<file path="config.mk">
export PLATFORM = sky130hd
export DESIGN_NAME = trace_axis_packer
export DESIGN_NICKNAME = d
export VERILOG_FILES = /design/src/rtl/trace_axis_packer.sv
export SDC_FILE = /design/constraint.sdc
export NUM_CORES = 1
export LEC_CHECK = 0
export CAP_MARGIN = 20
export CORE_ASPECT_RATIO = 1.75
export CORE_MARGIN = 1.5
export CORE_UTILIZATION = 53
export CTS_BUF_LIST = sky130_fd_sc_hd__clkbuf_8
export CTS_CLUSTER_SIZE = 14
export DETAILED_ROUTE_END_ITERATION = 16
export GPL_TIMING_DRIVEN = 0
export PLACE_DENSITY = 0.9
export SLEW_MARGIN = 20
export SYNTH_ARGS = -nofsm -noshare
export SYNTH_HDL_FRONTEND = slang
export SYNTH_SLANG_ARGS = --single-unit
</file>
<file path="constraint.sdc">
create_clock -name aclk -period 6.16 [get_ports aclk]
set_clock_uncertainty 0.05 [all_clocks]
set_input_delay 0.616 -clock aclk [delete_from_list [all_inputs] [get_ports aclk]]
set_output_delay 0.616 -clock aclk [all_outputs]
set_load 0.02 [all_outputs]
</file>
<file path="src/rtl/trace_axis_packer.sv">
// ---------------------------------------------------------------------------
// trace_axis_packer
//
// Packs 64-bit trace words into 512-bit AXI-Stream beats and frames the beats
// into packets of PKT_BEATS with tlast. A partially filled beat is flushed
// when the idle timer reaches cfg_timeout or when capture is disabled. Words
// arriving while capture is disabled are consumed, discarded and counted.
//
// Ports:
//   aclk, aresetn            clock, asynchronous active-low reset
//   cfg_enable               trace capture enable
//   cfg_timeout[TO_W]        idle cycles before a partial flush (0 = off)
//   s_trace_valid/ready/data 64-bit trace word input
//   m_axis_trace_*           512-bit packed output stream (tdata/tkeep/tlast)
//   drop_cnt[32]             saturating count of words discarded while disabled
// ---------------------------------------------------------------------------
module trace_axis_packer #(
    parameter int PKT_BEATS = 16,
    parameter int TO_W      = 16
) (
    input  logic            aclk,
    input  logic            aresetn,
    input  logic            cfg_enable,
    input  logic [TO_W-1:0] cfg_timeout,
    input  logic            s_trace_valid,
    output logic            s_trace_ready,
    input  logic [63:0]     s_trace_data,
    output logic            m_axis_trace_tvalid,
    input  logic            m_axis_trace_tready,
    output logic [511:0]    m_axis_trace_tdata,
    output logic [63:0]     m_axis_trace_tkeep,
    output logic            m_axis_trace_tlast,
    output logic [31:0]     drop_cnt
);

    localparam int                BEAT_W    = (PKT_BEATS > 1) ? $clog2(PKT_BEATS) : 1;
    localparam logic [BEAT_W-1:0] LAST_BEAT = BEAT_W'(PKT_BEATS - 1);

    logic [7:0][63:0]  lane_q,     lane_d;
    logic [2:0]        pack_cnt_q, pack_cnt_d;
    logic [TO_W-1:0]   idle_cnt_q, idle_cnt_d;
    logic [BEAT_W-1:0] beat_cnt_q, beat_cnt_d;
    logic              tvalid_q,   tvalid_d;
    logic [511:0]      tdata_q,    tdata_d;
    logic [63:0]       tkeep_q,    tkeep_d;
    logic              tlast_q,    tlast_d;
    logic [31:0]       drop_cnt_q, drop_cnt_d;

    logic out_free;
    logic timeout_hit;
    logic flush;
    logic s_ready;
    logic accept;
    logic drop;

    // Handshake qualification. A flush cycle blocks input so the lanes being
    // emitted cannot be overwritten in the same cycle.
    always_comb begin
        out_free    = !tvalid_q || m_axis_trace_tready;
        timeout_hit = (cfg_timeout != '0) && (idle_cnt_q >= cfg_timeout);
        flush       = (pack_cnt_q != 3'd0) && out_free && (timeout_hit || !cfg_enable);
        s_ready     = !flush && (!cfg_enable || (pack_cnt_q != 3'd7) || out_free);
        accept      = s_trace_valid && s_ready && cfg_enable;
        drop        = s_trace_valid && s_ready && !cfg_enable;
    end

    always_comb begin
        lane_d     = lane_q;
        pack_cnt_d = pack_cnt_q;
        idle_cnt_d = idle_cnt_q;
        beat_cnt_d = beat_cnt_q;
        tvalid_d   = tvalid_q;
        tdata_d    = tdata_q;
        tkeep_d    = tkeep_q;
        tlast_d    = tlast_q;
        drop_cnt_d = drop_cnt_q;

        if (tvalid_q && m_axis_trace_tready) begin
            tvalid_d = 1'b0;
        end

        if (flush) begin
            // Lanes above pack_cnt may hold stale words from an earlier beat,
            // so they are masked to zero rather than copied.
            tdata_d = '0;
            tkeep_d = '0;
            for (int i = 0; i < 8; i++) begin
                if (3'(i) < pack_cnt_q) begin
                    tdata_d[64*i +: 64] = lane_q[i];
                    tkeep_d[8*i +: 8]   = 8'hFF;
                end
            end
            tlast_d    = 1'b1;
            tvalid_d   = 1'b1;
            pack_cnt_d = 3'd0;
            beat_cnt_d = '0;
            idle_cnt_d = '0;
        end else if (accept) begin
            idle_cnt_d = '0;
            if (pack_cnt_q == 3'd7) begin
                // Eighth word bypasses the pack register: no bubble.
                tdata_d    = {s_trace_data, lane_q[6:0]};
                tkeep_d    = '1;
                tlast_d    = (beat_cnt_q == LAST_BEAT);
                tvalid_d   = 1'b1;
                pack_cnt_d = 3'd0;
                beat_cnt_d = (beat_cnt_q == LAST_BEAT) ? '0 : beat_cnt_q + BEAT_W'(1);
            end else begin
                lane_d[pack_cnt_q] = s_trace_data;
                pack_cnt_d         = pack_cnt_q + 3'd1;
            end
        end else if (pack_cnt_q == 3'd0) begin
            idle_cnt_d = '0;
        end else if (idle_cnt_q != '1) begin
            idle_cnt_d = idle_cnt_q + TO_W'(1);
        end

        if (drop && (drop_cnt_q != '1)) begin
            drop_cnt_d = drop_cnt_q + 32'd1;
        end
    end

    always_ff @(posedge aclk or negedge aresetn) begin
        if (!aresetn) begin
            lane_q     <= '0;
            pack_cnt_q <= 3'd0;
            idle_cnt_q <= '0;
            beat_cnt_q <= '0;
            tvalid_q   <= 1'b0;
            tdata_q    <= '0;
            tkeep_q    <= '0;
            tlast_q    <= 1'b0;
            drop_cnt_q <= '0;
        end else begin
            lane_q     <= lane_d;
            pack_cnt_q <= pack_cnt_d;
            idle_cnt_q <= idle_cnt_d;
            beat_cnt_q <= beat_cnt_d;
            tvalid_q   <= tvalid_d;
            tdata_q    <= tdata_d;
            tkeep_q    <= tkeep_d;
            tlast_q    <= tlast_d;
            drop_cnt_q <= drop_cnt_d;
        end
    end

    assign s_trace_ready       = s_ready;
    assign m_axis_trace_tvalid = tvalid_q;
    assign m_axis_trace_tdata  = tdata_q;
    assign m_axis_trace_tkeep  = tkeep_q;
    assign m_axis_trace_tlast  = tlast_q;
    assign drop_cnt            = drop_cnt_q;

endmodule

</file>
==> flow_metrics.tcl <==
set metrics [dict create \
    ys_seq_elements 1025 \
    synth_area_sq_mm 0.0406 \
    syn_inst 2875 \
    first_global_vias 30600 \
    power_frac_comb_pct 33.8 \
    h-tree-depth 4 \
    synth_compound_area_share_pct 10.0 \
    ant_nets 0 \
    antenna_found_initial 5 \
    synthDistinctLibCells 55 \
    avgSynthCellArea_sq_um 14.1 \
    postSynthNetCount 2982 \
    synth_xor_xnor_area_share_pct 0.928 \
    nNetsFinal 3843 \
    drt_first_pass_iters 5 \
    slew_violations 0 \
    routedWlPerCell_um 27.9 \
    grt_max_degree 162 \
    rr_startpoint "idle_cnt_q[0]$_DFFE_PN0P_" \
    outcome "finished clean" \
    cpMaxStageDelayCell "clkbuf_2" \
    portBuffers 695 \
    switchingPower_mw 8.09 \
    die_w_um 212 \
    grt_pass1_wl_mm 199 \
    path_class "reg -> out" \
    place_area_sq_mm 0.0492 \
    r2r_slack_ns 1.32 \
    muxShareOfSynthArea_pct 15.5 \
    fin_area_sq_mm 0.0522 \
    vias_per_cell 5.98 \
    rows 134 \
    drcViolationCount 0 \
    worstRegToRegCells 12 \
    fin_crit_ns 5.80 \
    hold_slack_ns 0.277 \
    start_util_pct 53.3 \
    ir_drop_uv 363 \
    die_h_um 369 \
    clk_pin_slew_ns 0.06 \
    wl_mm 136 \
    drt_iter0_drc 2242 \
    synthSimpleGateAreaFrac_pct 5.38 \
    cpLargestDelayFamily "buffers and inverters" \
    final_common_cell "dfrtp_1" \
    io_pins 696 \
    grt_usage_pct 35.0 \
    fmax_mhz 172 \
    cts-root-buf "clkbuf_8" \
    cp_cell_sequence "clkbuf_1 -> inv_1 -> ha_1 -> nand2b_1 -> nand2_1 -> a21oi_1 -> o31a_1 -> buf_6 -> buf_1 -> clkbuf_2 -> a31oi_1 -> clkdlybuf4s50_1" \
    layout_common_cells "1025 x dfrtp_1, 694 x clkdlybuf4s50_1, 361 x mux2_2, 256 x a22o_1, 185 x clkbuf_8" \
    synth_top_family_by_area "multiplexers" \
    gr-total-overflow 0 \
    clkPwrFrac_pct 23.4 \
    yosysSeqAreaShare_pct 63.2 \
    critPathCaptureType "output port" \
    drive_above_1_share_pct 24.6 \
    relSlewSlack_pct 19.9 \
    fin_setup_tns_ns 0 \
    p_int_mw 15.3 \
    cts_resized 0 \
    cts_tree "done" \
    grt_setup_unrepaired "no" \
    tightest_slew_ns 1.20 \
    cts_buffers 145 \
    required_ns 5.49 \
    hold_viol_final 0 \
    p_per_area_mw_per_mm2 447 \
    fp.coreArea_sq_mm 0.0761 \
    synth_edf_count 0 \
    drv_cap 0 \
    cp-startpoint "pack_cnt_q[0]$_DFFE_PN0P_" \
    leakage_nw 24.2 \
    vias 29100 \
    seqPwrFrac_pct 42.8 \
    hpwl_mm 94.3 \
    clock_latency_ns 0.85 \
    power.share.switching_pct 34.6 \
    worstPathArrival_ns 5.13 \
    hp-class "in -> async" \
    crit_path_max_incr_delay_ns 0.64 \
    cp_num_buf_inv 6 \
    synth-adder-area-share_pct 0.678 \
    setup_viol 0 \
    gp_congestion 0.886 \
    crit_fanout 10 \
    clockBufferDepth 3 \
    synth_ff_type "dfrtp_1" \
    post-route-period-util_pct 94.1 \
    r2r-end "m_axis_trace_tdata[387]$_DFFE_PN0P_" \
    ys_warn_count 0 \
    area_delta_synth_final_pct 28.5 \
    synthArstFlopShare_pct 100 \
    cts_sinks 1025 \
    dieArea_sq_mm 0.0783 \
    worstSetupStartpointType "register" \
]
-- worst max path at each step --
stage	endpoint	slack, ns	depth (start not counted)
floorplan	s_trace_ready	2.69	9
detailed placement	m_axis_trace_tdata[384]$_DFFE_PN0P_	0.73	13
finish	s_trace_ready	0.36	12
global route	s_trace_ready	0.08	12
global placement	lane_q[196]$_DFFE_PN0P_	-39.75	1
CTS	s_trace_ready	0.26	12
-- kinds of logic (layout without fill, tap and decap cells) --
family	Yosys count	after routing
simple gates	423	423
flops	1025	1025
other cells	0	4
mux	518	518
compound gates	563	563
fa+ha+maj	22	22
buf+inv	281	1243
xor+xnor	43	43
-- metrics by stage --
step	total power [mW]	setup WS, ns	utilization, %	instances
2_1_floorplan	14.1	2.69	-	2875
3_3_place_gp	17.5	-39.75	64.1	4590
3_5_place_dp	17.8	0.731	64.7	4608
4_1_cts	23.4	0.261	68.5	4857
5_1_grt	24.3	0.0817	68.5	4861
6_report	23.3	0.362	68.5	4861
-- area by class of cell --
| cell class | instances | area [sq um] |
|---|---|---|
| antenna | 4 | 10.0 |
| clock buffer | 185 | 2550 |
| sequential | 1025 | 25600 |
| inverter | 23 | 86.3 |
| clock inverter | 63 | 387 |
| fill | 5021 | 23900 |
| multi-input combinational | 1569 | 13200 |
| buffer | 258 | 1670 |
| tap | 1020 | 1280 |
| timing repair buffer | 714 | 7310 |
-- synthesized netlist by cell type, drive strengths merged, types with 5 or more instances --
cell    count  area share [%]
nor4       13            0.39
and3       73             1.1
and2        6           0.092
nand2     161             1.5
a21oi      87             1.1
nor2       20            0.19
a31o       64             1.4
a22o      256             5.5
nand3      93             1.1
nand4      16            0.25
and4        5            0.11
clkbuf    103            0.95
nand2b      5           0.077
inv        23            0.21
mux2      514              15
o21ai     139             1.7
xor2       16            0.35
buf       155             3.2
dfrtp    1025              63
ha         22            0.68
nor3       13            0.16
xnor2      27            0.58
-- registers in the layout, indices dropped and copies added, names as in the netlist --
name and count:
pack_cnt_q 3, m_axis_trace_tkeep 8, lane_q 448, idle_cnt_q 16, m_axis_trace_tvalid 1, m_axis_trace_tdata 512
drop_cnt 32, m_axis_trace_tlast 1, beat_cnt_q 4
-- what timing repair did --
action | CTS | global route
hold endpoints to repair | 77 | 0
buffers inserted | 0 | 0
setup endpoints to repair | 0 | 0
hold buffers | 1 | 0
-- power by group through the flow --
stage / Sequential (mW) / Combinational (mW) / Clock (mW)
after floorplan: 10.5 / 3.61 / 0
after global placement: 9.98 / 7.48 / 0
after detailed placement: 10.0 / 7.75 / 0
after CTS: 9.95 / 7.87 / 5.52
after global routing: 10.2 / 8.32 / 5.82
final: 9.99 / 7.89 / 5.46
-- layer usage --
metal / share of wire, % / wire, um / vias to the layer above / GRT usage [%]
li1: - / - / 12000 / -
met1: 35 / 48000 / 15000 / 39.5
met2: 47 / 64300 / 1570 / 55.4
met3: 9.3 / 12700 / 471 / 12.0
met4: 7.9 / 10700 / 0 / 24.5
met5: 0 / 0 / - / 0
Power figures use the tool's default switching activity.
==> RTL change 1, RTL diff (config.mk and constraints unchanged) <==
The parameter `TO_W` goes from 16 to 20.
--- a/src/rtl/trace_axis_packer.sv
+++ b/src/rtl/trace_axis_packer.sv
@@ -18,3 +18,3 @@
     parameter int PKT_BEATS = 16,
-    parameter int TO_W      = 16
+    parameter int TO_W      = 20
 ) (
Interface: changed (resized cfg_timeout); port bits go from 696 to 700. No check against the original RTL was run, so the function may have changed too.
==> RTL change 1 against the original RTL <==
Setup slack better by 1300 ps; highest routed layer unchanged; sequential cell count up 4; non-clock buffer count down 44; routed wire length down 6.2%; power up 1.8%; largest cell class unchanged; synthesized area down 3.3%; via count down 7.0%; synthesized cell count down 11%; final area down 2.5%; critical endpoint unchanged; count of clock-buffer cells in the layout up 5.
==> RTL change 1: results (changes against the original RTL) <==
TritonRoute pass-1 iters=6 (+1); Final Util=69.6% (+1.1 points); Worst slew margin=32.7% (+13 points); routability cong.=0.908 (+2.4%); FF-to-FF Start=pack_cnt_q[0]; number of port buffers=699 (+0.58%); largest net degree at the start of global routing=159 (-1.9%); total power=23.8 mW (+1.8%); antenna violations before repair=3 (-2); overall routing resource usage=33.7% (-1.2 points); pre-CTS setup slack=1480 ps (+745 ps); family with the most delay on the worst path=compound AO/OA/AOI/OAI gates; Total Wirelength=127 mm (-6.2%); synth unique cells=56 (+1.8%); Worst VDD drop=0.000440 V (+21%); Slowest cell on crit path=clkdlybuf4s50_1; placed inst area=47700 um^2 (-3.1%); outcome=finished, final reports clean; first-pass GRT wire length=187 mm (-6.0%); CP Capture Point=s_trace_ready; top cells by count, synth=1029 x dfrtp_1, 449 x a22o_1, 444 x mux2_2; Net Count, Synth=2682 (-10%); cts bufs inserted=147 (+1.4%); crit path max fanout=9 (-1); vias in the first global route=28614 (-6.3%); GR Util met3=10.1% (-1.9 points); Setup crit start=idle_cnt_q[9]; met3 wire length=10.6 mm (-16%); leak pwr=23.9 nW (-1.3%); First DRT Iteration DRCs=2397 (+6.9%); max incr delay on CP=700 ps (+60 ps); fmax=0.221 GHz (+28%); met2 GRT Util=56.0% (+0.61 points); Root Driver=clkbuf_8; total number of vias=27012 (-7.0%); Nets=3543 (-7.8%); DP HPWL=87.4 mm (-7.3%); layout cells sized above 1=25.4% (+0.75 points); register area share after synthesis=65.6% (+2.4 points); grt met1 use=37.2% (-2.3 points); # fillers=4498 (-10%); Metal-1 WL=44.7 mm (-6.9%); met2 WL=62.8 mm (-2.2%); synth top area cells=dfrtp_1 66%, mux2_2 13%, a22o_1 10%; R2R Setup Slk=2050 ps (+730 ps); crit path DAT=3870 ps (-1260 ps)
## RTL change 1: cell types whose count changed after synthesis, moves of 60 or more
cell and change:
a21oi_1 -62, nand2_1 -111, mux2_2 +83, a31o_2 -64
o21ai_0 -121, mux2_4 -60, a22o_1 +193
## RTL change 1: worst min-delay path by stage
stage / start / endpoint / slack, ps
3_5_place_dp: lane_q[79] / m_axis_trace_tdata[79] / 420
6_report: aresetn / drop_cnt[6] / 310
4_1_cts: aresetn / m_axis_trace_tdata[388] / 260
3_3_place_gp: lane_q[278] / m_axis_trace_tdata[278] / 420
2_1_floorplan: aresetn / beat_cnt_q[0] / 270
5_1_grt: aresetn / drop_cnt[6] / 320
## RTL change 1: kinds of logic after synthesis
family / count (synthesis) / synth area share [%]
buf+inv: 242 / 3.53
mux: 515 / 15.3
compound gates: 511 / 11.0
simple gates: 197 / 2.62
xor+xnor: 47 / 1.05
flops: 1029 / 65.6
fa+ha+maj: 26 / 0.829
## RTL change 1: power breakdown
group          internal [mW]  switching [mW]
clock                   3.01            2.71
combinational           3.76            4.02
sequential              8.87            1.37
total                   15.6            8.11
## RTL change 1: final cells by class
| class | count | share of cell area, % |
|---|---|---|
| sequential | 1029 | 50.6 |
| multi-input combinational | 1296 | 23.8 |
| timing repair buffer | 712 | 14.3 |
| clock buffer | 190 | 5.14 |
| buffer | 216 | 2.54 |
| tap | 931 | 2.29 |
| clock inverter | 77 | 1.07 |
| inverter | 26 | 0.192 |
| antenna | 3 | 0.0148 |
## RTL change 1: stage by stage
| stage | std cells | hold WS (ps) |
|---|---|---|
| after floorplan | 2567 | 270 |
| after global placement | 4197 | 416 |
| after detailed placement | 4209 | 424 |
| after CTS | 4477 | 258 |
| after global routing | 4478 | 321 |
| final | 4480 | 311 |
==> RTL change 2, RTL diff (config.mk and constraints unchanged) <==
Made on the original files. Take the reset off `tdata_q` and load it in a clocked block of its own.
--- a/src/rtl/trace_axis_packer.sv
+++ b/src/rtl/trace_axis_packer.sv
@@ -129,3 +129,2 @@
             tvalid_q   <= 1'b0;
-            tdata_q    <= '0;
             tkeep_q    <= '0;
@@ -139,3 +138,2 @@
             tvalid_q   <= tvalid_d;
-            tdata_q    <= tdata_d;
             tkeep_q    <= tkeep_d;
@@ -144,2 +142,6 @@
         end
+    end
+
+    always_ff @(posedge aclk) begin
+        tdata_q <= tdata_d;
     end
Check against the original RTL: not settled (the Yosys comparison gave no result); the edit may change what the design does.
==> RTL change 2 against the original RTL <==
Die area fell by 1.7%; power rose by 7.9%; via count fell by 17%; synthesized cell count fell by 14%; global-route usage fell by 6.1 points; final area fell by 1.7%; sequential cell count did not move; largest cell class unchanged; register-to-register slack improved by 410 ps; critical path type unchanged; critical path depth fell by 1; synthesized area fell by 1.7%; setup slack improved by 810 ps; sequential power rose by 12%; routed wire length fell by 19%.
==> RTL change 2: results (changes against the original RTL) <==
outcome=finished, final reports clean; total number of vias=23998 (-17%); seq pwr=11.2 mW (+12%); ys async rst share=50.0% (-50 points); area of the multi-input gates=10300 um^2 (-22%); final-layout clock-cell area share=5.34% (-0.28 points); non-clk buf share=17.1% (-0.086 points); synth unique cells=48 (-13%); R2R Setup Slk=1730 ps (+410 ps); Slowest cell on crit path=clkdlybuf4s50_1; met2 GRT Util=50.0% (-5.4 points); clk_lat worst skew=800 ps (-50 ps); Adder-Cell Fraction of Synth Area=0.690% (+0.012 points); seq_cells=1025 (unchanged); diode count=3 (-1); Sw Pwr=8.43 mW (+4.2%); Final Hold Slack=409 ps (+132 ps); switching share of power=33.5% (-1.2 points); CLK BUF=166 (-10%); top cells by count, synth=513 x dfrtp_1, 512 x edfxtp_1, 387 x nor2b_1; Nets=3440 (-10%); routability cong.=0.898 (+1.4%); GR Util met3=6.53% (-5.4 points); Reg area=28200 um^2 (+10%); First DRT Iteration DRCs=1772 (-21%); synth top area cells=edfxtp_1 39%, dfrtp_1 32%, nor2b_1 6.1%; Power Clock=5.08 mW (-7.0%); max incr delay on CP=590 ps (-50 ps); leak pwr=21.4 nW (-12%); Signal buffers=949 (-2.4%); pre-CTS setup slack=927 ps (+196 ps); post-synthesis mux area share=13.9% (-1.6 points); TritonRoute pass-1 iters=8 (+3); Worst slew margin=21.8% (+1.9 points)
[RTL change 2: cell count changes in the layout (fill, tap and decap cells not counted), sizes merged, moves of 53 or more]
cell,before,now
a31o,64,1
buf,174,121
and3,73,6
nor2b,3,387
dfrtp,1025,513
and2,6,65
nand3,93,28
edfxtp,0,512
mux2,514,451
o21ai,139,5
a22o,256,0
a21oi,87,25
nand2,161,30
[RTL change 2: worst max path at each step]
stage	end	slack [ps]	cells after the start
after floorplan	m_axis_trace_tdata[0]	30	9
after global placement	lane_q[363]	-18800	1
after detailed placement	m_axis_trace_tdata[154]	930	10
after CTS	s_trace_ready	1150	11
after global routing	s_trace_ready	890	11
final	s_trace_ready	1170	11
[RTL change 2: metal layers]
metal / wire (um) / vias up
met5: 0 / -
met3: 7800 / 278
met4: 5840 / 0
li1: - / 10305
met1: 40100 / 12194
met2: 56800 / 1221
